`src/rtl/bw_mul_wb_frontend.sv`:
```
// bw_mul_wb_frontend
// Wishbone classic slave in front of the 8x8 Baugh-Wooley signed multiplier.
// The SoC writes operands, the block drives them to the core, waits LATENCY
// cycles for the combinational product to settle, then captures it.
//
// Optional feature macro: BW_MUL_IRQ_EN (completion interrupt + STATUS.irq_en).
//
// Ports:
//   wb_clk_i, wb_rst_i        clock, synchronous active-high reset
//   wbs_cyc_i/stb_i/we_i      Wishbone classic request
//   wbs_sel_i, wbs_adr_i      byte selects, byte address
//   wbs_dat_i / wbs_dat_o     write data / registered read data
//   wbs_ack_o                 one-cycle acknowledge
//   mul_a, mul_b              operands to the multiplier core
//   mul_p                     signed product from the core
//   irq                       completion interrupt (0 when feature disabled)
//
// Register map (word offset adr[3:2]):
//   0x0 OPER   R/W {16'b0, b, a}
//   0x4 RESULT R   sign-extended product, read clears done
//   0x8 STATUS R/W bit0 busy, bit1 done, bit2 overrun (W1C), bit8 irq_en
//   0xC COUNT  R   completed-operation count
module bw_mul_wb_frontend #(
  parameter logic [31:0] BASE_ADDR = 32'h3000_0000,
  parameter int          LATENCY   = 2,
  parameter int          CNT_W     = 16
) (
  input  logic        wb_clk_i,
  input  logic        wb_rst_i,
  input  logic        wbs_cyc_i,
  input  logic        wbs_stb_i,
  input  logic        wbs_we_i,
  input  logic [3:0]  wbs_sel_i,
  input  logic [31:0] wbs_adr_i,
  input  logic [31:0] wbs_dat_i,
  output logic        wbs_ack_o,
  output logic [31:0] wbs_dat_o,
  output logic [7:0]  mul_a,
  output logic [7:0]  mul_b,
  input  logic [15:0] mul_p,
  output logic        irq
);

  typedef enum logic {ST_IDLE, ST_WAIT} state_t;

  state_t            state_reg;
  logic [3:0]        timer_reg;
  logic [7:0]        a_reg;
  logic [7:0]        b_reg;
  logic [15:0]       result_reg;
  logic [CNT_W-1:0]  count_reg;
  logic              done_reg;
  logic              overrun_reg;
  logic              ack_reg;
  logic [31:0]       dat_reg;

  logic        hit;
  logic        req;
  logic        wr;
  logic        rd;
  logic [1:0]  wofs;
  logic        oper_wr;
  logic        start;
  logic        capture;
  logic        busy;
  logic        irq_en_bit;
  logic [31:0] status_word;
  logic [31:0] rdata;

  assign hit  = (wbs_adr_i[31:4] == BASE_ADDR[31:4]);
  // !ack keeps the acknowledge a single-cycle pulse even if the master
  // holds stb through the ack cycle.
  assign req  = wbs_cyc_i & wbs_stb_i & ~ack_reg & hit;
  assign wr   = req & wbs_we_i;
  assign rd   = req & ~wbs_we_i;
  assign wofs = wbs_adr_i[3:2];

  assign busy    = (state_reg == ST_WAIT);
  assign oper_wr = wr && (wofs == 2'd0);
  assign start   = oper_wr && !busy && (wbs_sel_i[1:0] != 2'b00);
  assign capture = busy && (timer_reg == 4'd0);

  assign status_word = {23'b0, irq_en_bit, 5'b0, overrun_reg, done_reg, busy};

  always_comb begin
    rdata = 32'h0;
    case (wofs)
      2'd0: rdata = {16'b0, b_reg, a_reg};
      2'd1: rdata = {{16{result_reg[15]}}, result_reg};
      2'd2: rdata = status_word;
      2'd3: rdata = 32'(count_reg);
      default: rdata = 32'h0;
    endcase
  end

  always_ff @(posedge wb_clk_i) begin
    if (wb_rst_i) begin
      state_reg   <= ST_IDLE;
      timer_reg   <= 4'd0;
      a_reg       <= 8'h0;
      b_reg       <= 8'h0;
      result_reg  <= 16'h0;
      count_reg   <= '0;
      done_reg    <= 1'b0;
      overrun_reg <= 1'b0;
      ack_reg     <= 1'b0;
      dat_reg     <= 32'h0;
    end else begin
      ack_reg <= req;
      if (rd) dat_reg <= rdata;

      // RESULT read clears done; the capture below is written later so a
      // completion in the same cycle wins.
      if (rd && (wofs == 2'd1)) done_reg <= 1'b0;

      if (oper_wr && busy) overrun_reg <= 1'b1;
      if (wr && (wofs == 2'd2) && wbs_dat_i[2]) overrun_reg <= 1'b0;

      case (state_reg)
        ST_IDLE: begin
          if (start) begin
            if (wbs_sel_i[0]) a_reg <= wbs_dat_i[7:0];
            if (wbs_sel_i[1]) b_reg <= wbs_dat_i[15:8];
            done_reg  <= 1'b0;
            timer_reg <= 4'(LATENCY - 1);
            state_reg <= ST_WAIT;
          end
        end
        ST_WAIT: begin
          if (capture) begin
            result_reg <= mul_p;
            done_reg   <= 1'b1;
            count_reg  <= count_reg + CNT_W'(1);
            state_reg  <= ST_IDLE;
          end else begin
            timer_reg <= timer_reg - 4'd1;
          end
        end
        default: state_reg <= ST_IDLE;
      endcase
    end
  end

`ifdef BW_MUL_IRQ_EN
  logic irq_en_reg;
  logic irq_reg;

  assign irq_en_bit = irq_en_reg;
  assign irq        = irq_reg;

  always_ff @(posedge wb_clk_i) begin
    if (wb_rst_i) begin
      irq_en_reg <= 1'b0;
      irq_reg    <= 1'b0;
    end else begin
      if (wr && (wofs == 2'd2)) irq_en_reg <= wbs_dat_i[8];
      irq_reg <= done_reg & irq_en_reg;
    end
  end
`else
  assign irq_en_bit = 1'b0;
  assign irq        = 1'b0;
`endif

  assign wbs_ack_o = ack_reg;
  assign wbs_dat_o = dat_reg;
  assign mul_a     = a_reg;
  assign mul_b     = b_reg;

  // Bus bits with no function in this register map.
  logic unused_bits;
  assign unused_bits = &{1'b0, wbs_sel_i, wbs_dat_i, wbs_adr_i[1:0]};

endmodule

```
`config.mk`:
```
export PLATFORM = sky130hd
export DESIGN_NAME = bw_mul_wb_frontend
export DESIGN_NICKNAME = d
export VERILOG_FILES = /design/src/rtl/bw_mul_wb_frontend.sv
export SDC_FILE = /design/constraint.sdc
export NUM_CORES = 1
export LEC_CHECK = 0
export ABC_AREA = 1
export BUFFER_PORTS_ARGS = -buffer_cell sky130_fd_sc_hd__buf_4
export CAP_MARGIN = 5
export CORE_MARGIN = 10
export CORE_UTILIZATION = 40
export CTS_CLUSTER_DIAMETER = 120
export DETAILED_ROUTE_END_ITERATION = 8
export PLACE_DENSITY_LB_ADDON = 0.12
export RECOVER_POWER = 50
export SLEW_MARGIN = 15
export SYNTH_ARGS = -nofsm -noshare
export SYNTH_HDL_FRONTEND = slang
export SYNTH_SLANG_ARGS = --single-unit
```
`constraint.sdc`:
```
create_clock -name wb_clk_i -period 2.6 [get_ports wb_clk_i]
set_clock_uncertainty 0.15 [all_clocks]
set_input_delay 0.13 -clock wb_clk_i [delete_from_list [all_inputs] [get_ports wb_clk_i]]
set_output_delay 0.13 -clock wb_clk_i [all_outputs]
set_load 0.05 [all_outputs]
```
==> Implementation_results.wiki, run 1 <==
{| class="wikitable"
! Metric !! Value
|-
| RSZ-0062 raised after global routing || no
|-
| Wirelength per Cell || 14.1 um
|-
| Number of top-level pins || 139
|-
| DRT Pass-1 Iters || 4
|-
| Worst-case clock buffer depth || 2
|-
| Remaining design rule violation count || 0
|-
| Detailed Route Iter0 Violations || 222
|-
| Post-synthesis xor/xnor area fraction || 0.00481
|-
| Number of flip-flops under the largest register name || 17
|-
| Number of cells produced by synthesis || 536
|-
| Fillers || 900
|-
| Final weighted congestion in routability-driven placement || 0.809
|-
| Number of port buffers || 117
|-
| H-tree depth || 3
|-
| GRT overflow || 0
|-
| Data required time of the worst path || 2.68 ns
|-
| Core Area || 8810 um2
|-
| Final hold violation count || 0
|-
| Area occupied by registers || 1460 um2
|-
| Category of the worst setup path capture point || register
|-
| Count of maximum capacitance violations || 0
|-
| CTS tree || built
|-
| Design Area, Final || 4860 um2
|-
| Largest fanout on the critical path || 37
|-
| Register area share after synthesis || 0.402
|-
| Clock input transition at the sequential cells of the worst setup and hold paths || 0.08 ns
|-
| Die X-Extent || 115 um
|-
| Post-synthesis cell type with the largest combined area || dfxtp_1
|-
| Most instantiated flip-flop cell in the synthesis netlist || dfxtp_1
|-
| Synthesized flop and latch total || 73
|-
| Core utilization of the finished layout || 0.552
|-
| Post-route setup TNS || 0 ns
|-
| Cells after DPL || 732
|-
| Num Clock Sinks || 73
|-
| Clock tree root driver cell || clkbuf_8
|-
| Share of the clock period used by the worst path after layout || 0.852
|-
| All-Layer GR Usage || 0.164
|-
| Num CTS Buffers || 9
|-
| Dominant combinational cell family by area after synthesis || simple AND/OR/NAND/NOR gates
|-
| Starting utilization of the core area || 0.413
|-
| Power per unit of standard cell area || 462 nW/um2
|-
| Maximum number of pins on one net before global-route repair || 38
|-
| Post-placement setup slack || 0.448 ns
|-
| Headroom to the max-slew limit || 0.387
|-
| Via density per instance || 4.80
|-
| Non-filler instance count after layout || 782
|-
| Post-Synthesis Cell Area || 3640 um2
|-
| Hold WS || 0.0526 ns
|-
| Crit path time final || 2.22 ns
|-
| Final critical-path setup slack || 0.385 ns
|-
| Half-perimeter wire length after detailed placement || 8140 um
|-
| Class of the most critical setup path || input pin to register
|-
| Top cells by area in the synthesized netlist || dfxtp_1 40%, nor2_1 11%, nand2_1 9.3%, inv_1 8.1%, a21oi_1 5.2%
|-
| Die Y-Extent || 115 um
|-
| Most numerous cell in the Yosys netlist || nor2_1
|-
| Layout Area Growth over Synthesis || 33.6%
|-
| Proportion of netlist area held by the largest area contributor || 0.402
|-
| Mean instance size in the synthesized netlist || 6.79 um2
|-
| WP data arrival || 2.29 ns
|-
| Max Freq || 451 MHz
|-
| Placed Instance Area || 4510 um2
|-
| Share of synthesized registers carrying an async set or reset || 0
|-
| Number of antenna repair diodes || 0
|-
| Initial antenna violation count || 0
|-
| Multi-input logic area || 1660 um2
|-
| Slew at the pin with the worst max-slew slack || 0.920 ns
|-
| Arithmetic-cell share of the synthesized area counting full adders, half adders and majority gates || 0.00688
|-
| Portion of netlist area occupied by mux cells || 0
|-
| Sum of routed wire length over all layers || 11000 um
|-
| Layout cells sized above 1 || 0.153
|-
| Leakage || 2.08 nW
|-
| Total of endpoints with negative setup slack in the final report || 0
|-
| Clock latency at the later pin of the worst-skew pair || 0.34 ns
|-
| Number of pins with negative max-slew slack in the final report || 0
|-
| Number of synthesized flops with an enable pin || 0
|-
| Kind of start point of the critical path || input pin
|-
| Fin nets || 760
|-
| Via count || 3757
|-
| Total number of placement rows || 34
|-
| Number of warning messages in the yosys log || 0
|-
| Basic-gate share of the synthesized area counting and, or, nand and nor cells || 0.284
|-
| Post-CTS Resized || 0
|-
| Vias in the first global route || 3693
|-
| Wire length of the first global-routing pass || 17600 um
|-
| Yosys cell types || 35
|-
| Antenna viol nets, final || 0
|-
| Result of the run || complete, no violations
|-
| Worst-case vdd ir drop || 0.300 mV
|-
| Compound-Gate Fraction of Synth Area || 0.161
|-
| Leading cell types by count after synthesis || 105 x nor2_1, 90 x nand2_1, 79 x inv_1
|-
| Die ar. || 13300 um2
|-
| Total design power || 2.25 mW
|-
| Syn Nets || 627
|-
| Worst min path class || input pin to register
|}
[cells by family after synthesis]
kind of cell             count (synthesis)
AO/OA/AOI/OAI                          102
adder cells (fa/ha/maj)                  2
buffers and inverters                  117
AND/OR/NAND/NOR                        239
XOR/XNOR                                 2
other                                    1
flip-flops                              73
[worst paths after layout]
check,slack [ns],start,endpoint,cells past startpoint
max reg2reg,0.39,wbs_ack_o,wbs_dat_o[8],10
min,0.05,wbs_adr_i[30],wbs_ack_o,6
min reg2reg,0.31,overrun_reg,overrun_reg,2
max,0.38,wb_rst_i,result_reg[7],6
[critical path, stage by stage]
cell and delay (ns):
dlygate4sd3_1 0.53, clkbuf_1 0.56, inv_1 0.56, buf_12 0.33, o21ai_0 0.12, nor2_1 0.06
[layer usage]
layer	track usage	wire (um)
met5	0	0
met2	0.273	5000
met3	0.0443	764
met1	0.197	5130
met4	0.0608	97
[placed cells by master (no fill, tap or decap), drive strengths merged, types with 2 or more instances in the layout]
master	synthesis	routed
buf	27	73
a211oi	4	4
o21ai	38	38
inv	81	82
nor2	112	112
a22o	3	3
nand2	92	92
a221oi	9	9
o21a	2	2
a21oi	38	38
clkbuf	9	62
clkinv	0	2
o22ai	5	5
nor3	6	6
nand4	15	15
xor2	2	2
nand3	9	9
nor3b	2	2
ha	2	2
dlygate4sd3	0	34
dfxtp	73	73
[cell type report]
| class | instances | share of cell area |
|---|---|---|
| timing repair buffer | 158 | 0.225 |
| inverter | 81 | 0.0625 |
| clock inverter | 5 | 0.0131 |
| sequential | 73 | 0.301 |
| tap | 108 | 0.0278 |
| multi-input combinational | 346 | 0.342 |
| clock buffer | 11 | 0.0291 |
[report_power, final]
part	total (mW)	internal, mW	switching (mW)
Sequential	1.12	1.12	0.000000000409
Combinational	0.215	0.122	0.0925
Clock	0.915	0.477	0.438
[repair_timing]
action	in CTS	in global routing
setup buffers	0	0
hold buffers	34	0
hold endpoints to repair	44	0
No activity file was read; power rests on OpenSTA's default activity.
==> run 2, diff against run 1 <==
- CORE_MARGIN: 10 -> 3
==> Implementation_results.wiki, run 2 (synthesized netlist as in run 1, its figures left out) <==
{| class="wikitable"
! Metric !! Value
|-
| Share of the clock period used by the worst path after layout || 0.831
|-
| Kind of start point of the critical path || register
|-
| H-tree depth || 3
|-
| Largest fanout on the critical path || 13
|-
| Worst min path class || input pin to register
|-
| Worst-case clock buffer depth || 2
|-
| Vias in the first global route || 3600
|-
| Data required time of the worst path || 2.72 ns
|-
| Wire length of the first global-routing pass || 16600 um
|-
| Class of the most critical setup path || register to register
|-
| Fin nets || 760
|-
| Antenna viol nets, final || 0
|-
| Final weighted congestion in routability-driven placement || 0.794
|-
| Clock tree root driver cell || clkbuf_8
|-
| Setup repair bufs after CTS || 0
|-
| Crit path time final || 2.16 ns
|-
| Worst r2r src || timer_reg[0]
|-
| GRT overflow || 0
|-
| Final hold violation count || 0
|-
| Sum of routed wire length over all layers || 10100 um
|-
| Clock input transition at the sequential cells of the worst setup and hold paths || 0.08 ns
|-
| DRT Pass-1 Iters || 4
|-
| Non-filler instance count after layout || 782
|-
| Die Y-Extent || 101 um
|-
| Slew at the pin with the worst max-slew slack || 0.626 ns
|-
| Launch point of the worst path || timer_reg[0]
|-
| Number of flip-flops under the largest register name || 17
|-
| Worst setup endpoint || count_reg[15]
|-
| Number of port buffers || 117
|-
| Number of top-level pins || 139
|-
| Via count || 3796
|-
| Number of pins with negative max-slew slack in the final report || 0
|-
| Cells after DPL || 733
|-
| Core Area || 8760 um2
|-
| Leakage || 2.09 nW
|-
| Wirelength per Cell || 13.0 um
|-
| Post-route setup TNS || 0 ns
|-
| Starting utilization of the core area || 0.415
|-
| Total of endpoints with negative setup slack in the final report || 0
|-
| Die ar. || 10300 um2
|-
| Half-perimeter wire length after detailed placement || 7260 um
|-
| Result of the run || complete, no violations
|-
| Endpoint of the worst-slack reg-to-reg timing path || count_reg[15]
|-
| Hold Path Cell Cnt || 3
|-
| Num Clock Sinks || 73
|-
| Num CTS Buffers || 9
|-
| Die X-Extent || 101 um
|-
| Headroom to the max-slew limit || 0.585
|-
| Category of the worst setup path capture point || register
|-
| WP data arrival || 2.28 ns
|-
| Number of antenna repair diodes || 0
|-
| Post-CTS Resized || 0
|-
| Max Freq || 463 MHz
|-
| Count of maximum capacitance violations || 0
|-
| Detailed Route Iter0 Violations || 113
|-
| Power per unit of standard cell area || 473 nW/um2
|-
| Remaining design rule violation count || 0
|-
| Total number of placement rows || 34
|-
| Maximum number of pins on one net before global-route repair || 34
|-
| Post-CTS Hold Buffers || 33
|-
| CTS tree || built
|-
| Layout cells sized above 1 || 0.157
|-
| Reg2reg path depth || 12
|-
| RSZ-0062 raised after global routing || no
|-
| Commonest non-fill, non-tap cell in the layout || nor2_1
|-
| Register-to-Register Setup Slack || 0.44 ns
|-
| Most frequent cells in the layout || 106 x nor2_1, 90 x nand2_1, 79 x inv_1, 76 x buf_4, 73 x dfxtp_1
|-
| Worst-case vdd ir drop || 0.374 mV
|-
| Via density per instance || 4.85
|-
| Layout Area Growth over Synthesis || 33.7%
|-
| All-Layer GR Usage || 0.200
|-
| Clock latency at the later pin of the worst-skew pair || 0.34 ns
|-
| Initial antenna violation count || 0
|}
[run 2: worst min-delay path by stage]
stage / end / startpoint
after floorplan: count_reg[4] / wb_rst_i
after global placement: result_reg[3] / mul_p[3]
after detailed placement: result_reg[3] / mul_p[3]
after CTS: wbs_dat_o[30] / wbs_we_i
after global routing: wbs_dat_o[30] / wbs_we_i
final: wbs_dat_o[30] / wbs_we_i
[run 2: per-stage QoR]
| step | util | hold WS [ns] | area [um2] | setup WS (ns) | power, mW |
|---|---|---|---|---|---|
| final | 0.555 | 0.0238 | 4870 | 0.439 | 2.30 |
| after global routing | 0.555 | 0.0764 | 4870 | 0.198 | 2.39 |
| after CTS | 0.577 | 0.00120 | 5050 | 0.472 | 2.32 |
| after detailed placement | 0.514 | 0.243 | 4500 | 0.474 | 1.32 |
| after global placement | 0.514 | 0.234 | 4500 | 0.540 | 1.31 |
| after floorplan | - | 0.0585 | 3640 | 0.809 | 1.22 |
[run 2: routing by layer]
layer | up-vias | track usage | part of all wire
met5 | - | 0 | 0
met4 | 0 | 0.0491 | 0.0071
met3 | 6 | 0.0344 | 0.056
met2 | 99 | 0.350 | 0.48
met1 | 1737 | 0.257 | 0.46
li1 | 1954 | - | -
[run 2: area by class of cell]
cell class | instances | area [um2]
multi-input cells | 346 | 1660
well taps | 108 | 135
clock buffers | 9 | 124
clock inverters | 7 | 95.1
repair buffers | 158 | 1080
inverters | 81 | 304
flip-flops and latches | 73 | 1460
fillers | 920 | 3900
[run 2: worst max-delay path, stage by stage (launching register included)]
cell,delay [ns]
dfxtp_1,0.33
inv_1,0.09
ha_1,0.18
inv_1,0.05
nor2_1,0.13
nand2_2,0.21
nor2_1,0.24
nand2_1,0.11
nor2_2,0.14
nand2_1,0.12
nor3_1,0.13
o21ai_0,0.09
a21oi_1,0.14
[run 2: where the power goes]
group / total, mW / internal, mW / switching, mW / leakage (nW)
registers: 1.12 / 1.12 / 0.000000000425 / 0.588
logic: 0.213 / 0.121 / 0.0926 / 1.40
clock network: 0.973 / 0.540 / 0.433 / 0.109
==> run 3, diff against run 2 <==
- clock period: 2.6 -> 2.25 ns (I/O delays scaled with it)
==> Implementation_results.wiki, run 3 (synthesized netlist as in run 1, its figures left out) <==
{| class="wikitable"
! Metric !! Value
|-
| Number of pins with negative max-slew slack in the final report || 0
|-
| Vias in the first global route || 3520
|-
| Commonest non-fill, non-tap cell in the layout || nor2_1
|-
| All-Layer GR Usage || 0.198
|-
| Die ar. || 10300 um2
|-
| Most frequent cells in the layout || 105 x nor2_1, 90 x nand2_1, 80 x inv_1, 76 x buf_4, 73 x dfxtp_1
|-
| Hold worst-path end || wbs_ack_o
|-
| Num Clock Sinks || 73
|-
| Die Y-Extent || 101 um
|-
| Remaining design rule violation count || 0
|-
| Maximum cell stage delay along the critical path || 0.33 ns
|-
| Post-route setup TNS || 0 ns
|-
| Cells after DPL || 735
|-
| Register-to-Register Setup Slack || 0.24 ns
|-
| Number of flip-flops under the largest register name || 17
|-
| Slew at the pin with the worst max-slew slack || 0.707 ns
|-
| Half-perimeter wire length after detailed placement || 7220 um
|-
| Top Family by Delay on Critical Path || simple AND/OR/NAND/NOR gates
|-
| Clock tree root driver cell || clkbuf_8
|-
| Data required time of the worst path || 2.34 ns
|-
| Hold_sp || wbs_adr_i[30]
|-
| Fillers || 865
|-
| Total buffers and inverters traversed by the critical path || 2
|-
| RSZ-0062 raised after global routing || no
|-
| Starting utilization of the core area || 0.415
|-
| Hold Path Cell Cnt || 6
|-
| Final critical-path setup slack || 0.245 ns
|-
| Initial antenna violation count || 0
|-
| Category of the worst setup path capture point || register
|-
| Die X-Extent || 101 um
|-
| Total of endpoints with negative setup slack in the final report || 0
|-
| Endpoint of the worst-slack reg-to-reg timing path || count_reg[12]
|-
| Number of top-level pins || 139
|-
| Worst r2r src || timer_reg[0]
|-
| H-tree depth || 3
|-
| Slowest cell on the critical path || dfxtp_1
|-
| Via count || 3796
|-
| Setup repair bufs after CTS || 0
|-
| Worst-case vdd ir drop || 0.313 mV
|-
| Largest fanout on the critical path || 5
|-
| DRT Pass-1 Iters || 4
|-
| Clock latency at the later pin of the worst-skew pair || 0.35 ns
|-
| GRT overflow || 0
|-
| Worst min path class || input pin to register
|-
| Final hold violation count || 0
|-
| Placed Instance Area || 4520 um2
|-
| Count of maximum capacitance violations || 0
|-
| Sum of routed wire length over all layers || 10000 um
|-
| Share of the clock period used by the worst path after layout || 0.891
|-
| Reg2reg path depth || 11
|-
| Detailed Route Iter0 Violations || 246
|-
| Result of the run || complete, no violations
|-
| Hold WS || 0.0541 ns
|-
| Via density per instance || 4.84
|-
| WP data arrival || 2.10 ns
|-
| Final weighted congestion in routability-driven placement || 0.860
|-
| Design Area, Final || 4880 um2
|-
| Antenna viol nets, final || 0
|-
| Headroom to the max-slew limit || 0.529
|-
| Num CTS Buffers || 9
|-
| Power per unit of standard cell area || 537 nW/um2
|-
| Total number of placement rows || 34
|-
| Post-CTS Resized || 0
|-
| Number of antenna repair diodes || 0
|-
| Fin nets || 763
|-
| Layout Area Growth over Synthesis || 34.0%
|-
| Wire length of the first global-routing pass || 16400 um
|-
| Layout cells sized above 1 || 0.158
|-
| Clock input transition at the sequential cells of the worst setup and hold paths || 0.09 ns
|-
| Max Freq || 499 MHz
|-
| Core Area || 8760 um2
|-
| Worst-case clock buffer depth || 2
|-
| Post-placement setup slack || 0.263 ns
|-
| Non-filler instance count after layout || 785
|-
| Crit path time final || 2.01 ns
|-
| Leakage || 2.10 nW
|-
| CTS tree || built
|-
| Wirelength per Cell || 12.7 um
|-
| Maximum number of pins on one net before global-route repair || 61
|-
| Kind of start point of the critical path || register
|-
| Number of port buffers || 117
|-
| Class of the most critical setup path || register to register
|-
| Cells along the critical path || inv_1, ha_1, inv_1, nor2_1, nand2_2, nor3_4, nand3_2, nor2_4, nand4_1, o21ai_0, nor2_1
|}
-- run 3: cell types whose count changed in the layout (fill, tap and decap cells not counted), sizes merged --
cell	before	now
clkinv	4	1
bufinv	2	1
inv	81	84
dlygate4sd3	33	34
clkbuf	58	61
-- run 3: power breakdown --
| group | switching [mW] | leakage (nW) | internal, mW |
|---|---|---|---|
| Clock | 0.525 | 0.104 | 0.556 |
| Combinational | 0.106 | 1.41 | 0.141 |
| Sequential | 0.000000000485 | 0.588 | 1.29 |
-- run 3: routing by layer --
| metal | part of all wire | up-vias | GRT usage |
|---|---|---|---|
| met4 | 0.017 | 0 | 0.0716 |
| met2 | 0.46 | 117 | 0.315 |
| met5 | 0 | - | 0 |
| met1 | 0.46 | 1699 | 0.271 |
| met3 | 0.061 | 12 | 0.0331 |
| li1 | - | 1968 | - |
-- run 3: stage by stage --
step	power, mW	util
detailed placement	1.52	0.516
floorplan	1.40	-
CTS	2.64	0.578
global placement	1.52	0.516
global route	2.71	0.557
finish	2.62	0.557
-- run 3: worst max path at each step --
stage,startpoint,end,depth (start not counted)
finish,timer_reg[0],count_reg[12],11
global route,timer_reg[0],count_reg[12],11
CTS,timer_reg[0],count_reg[12],11
detailed placement,timer_reg[0],count_reg[12],11
global placement,timer_reg[0],count_reg[12],11
floorplan,wbs_ack_o,mul_a[7],11
-- run 3: repair_timing --
| action | 4_1_cts | 5_1_grt |
|---|---|---|
| hold buffers | 34 | 0 |
| hold endpoints to repair | 45 | 0 |
| endpoints found under the setup margin | 0 | 0 |
-- run 3: cell type report --
class / count / area, um2 / share of cell area
Inverter: 81 / 304 / 0.0623
Tap cell: 108 / 135 / 0.0277
Timing Repair Buffer: 161 / 1100 / 0.226
Sequential cell: 73 / 1460 / 0.300
Clock inverter: 6 / 72.6 / 0.0149
Multi-Input combinational cell: 346 / 1660 / 0.341
Clock buffer: 10 / 138 / 0.0282
-- run 3: worst reg2reg max path: cells and delay by family (launching register included) --
family / cells / cell delay [ns]
AND/OR/NAND/NOR: 7 / 0.96
flip-flops: 1 / 0.33
adder cells (fa/ha/maj): 1 / 0.18
AO/OA/AOI/OAI: 1 / 0.17
buffers and inverters: 2 / 0.13
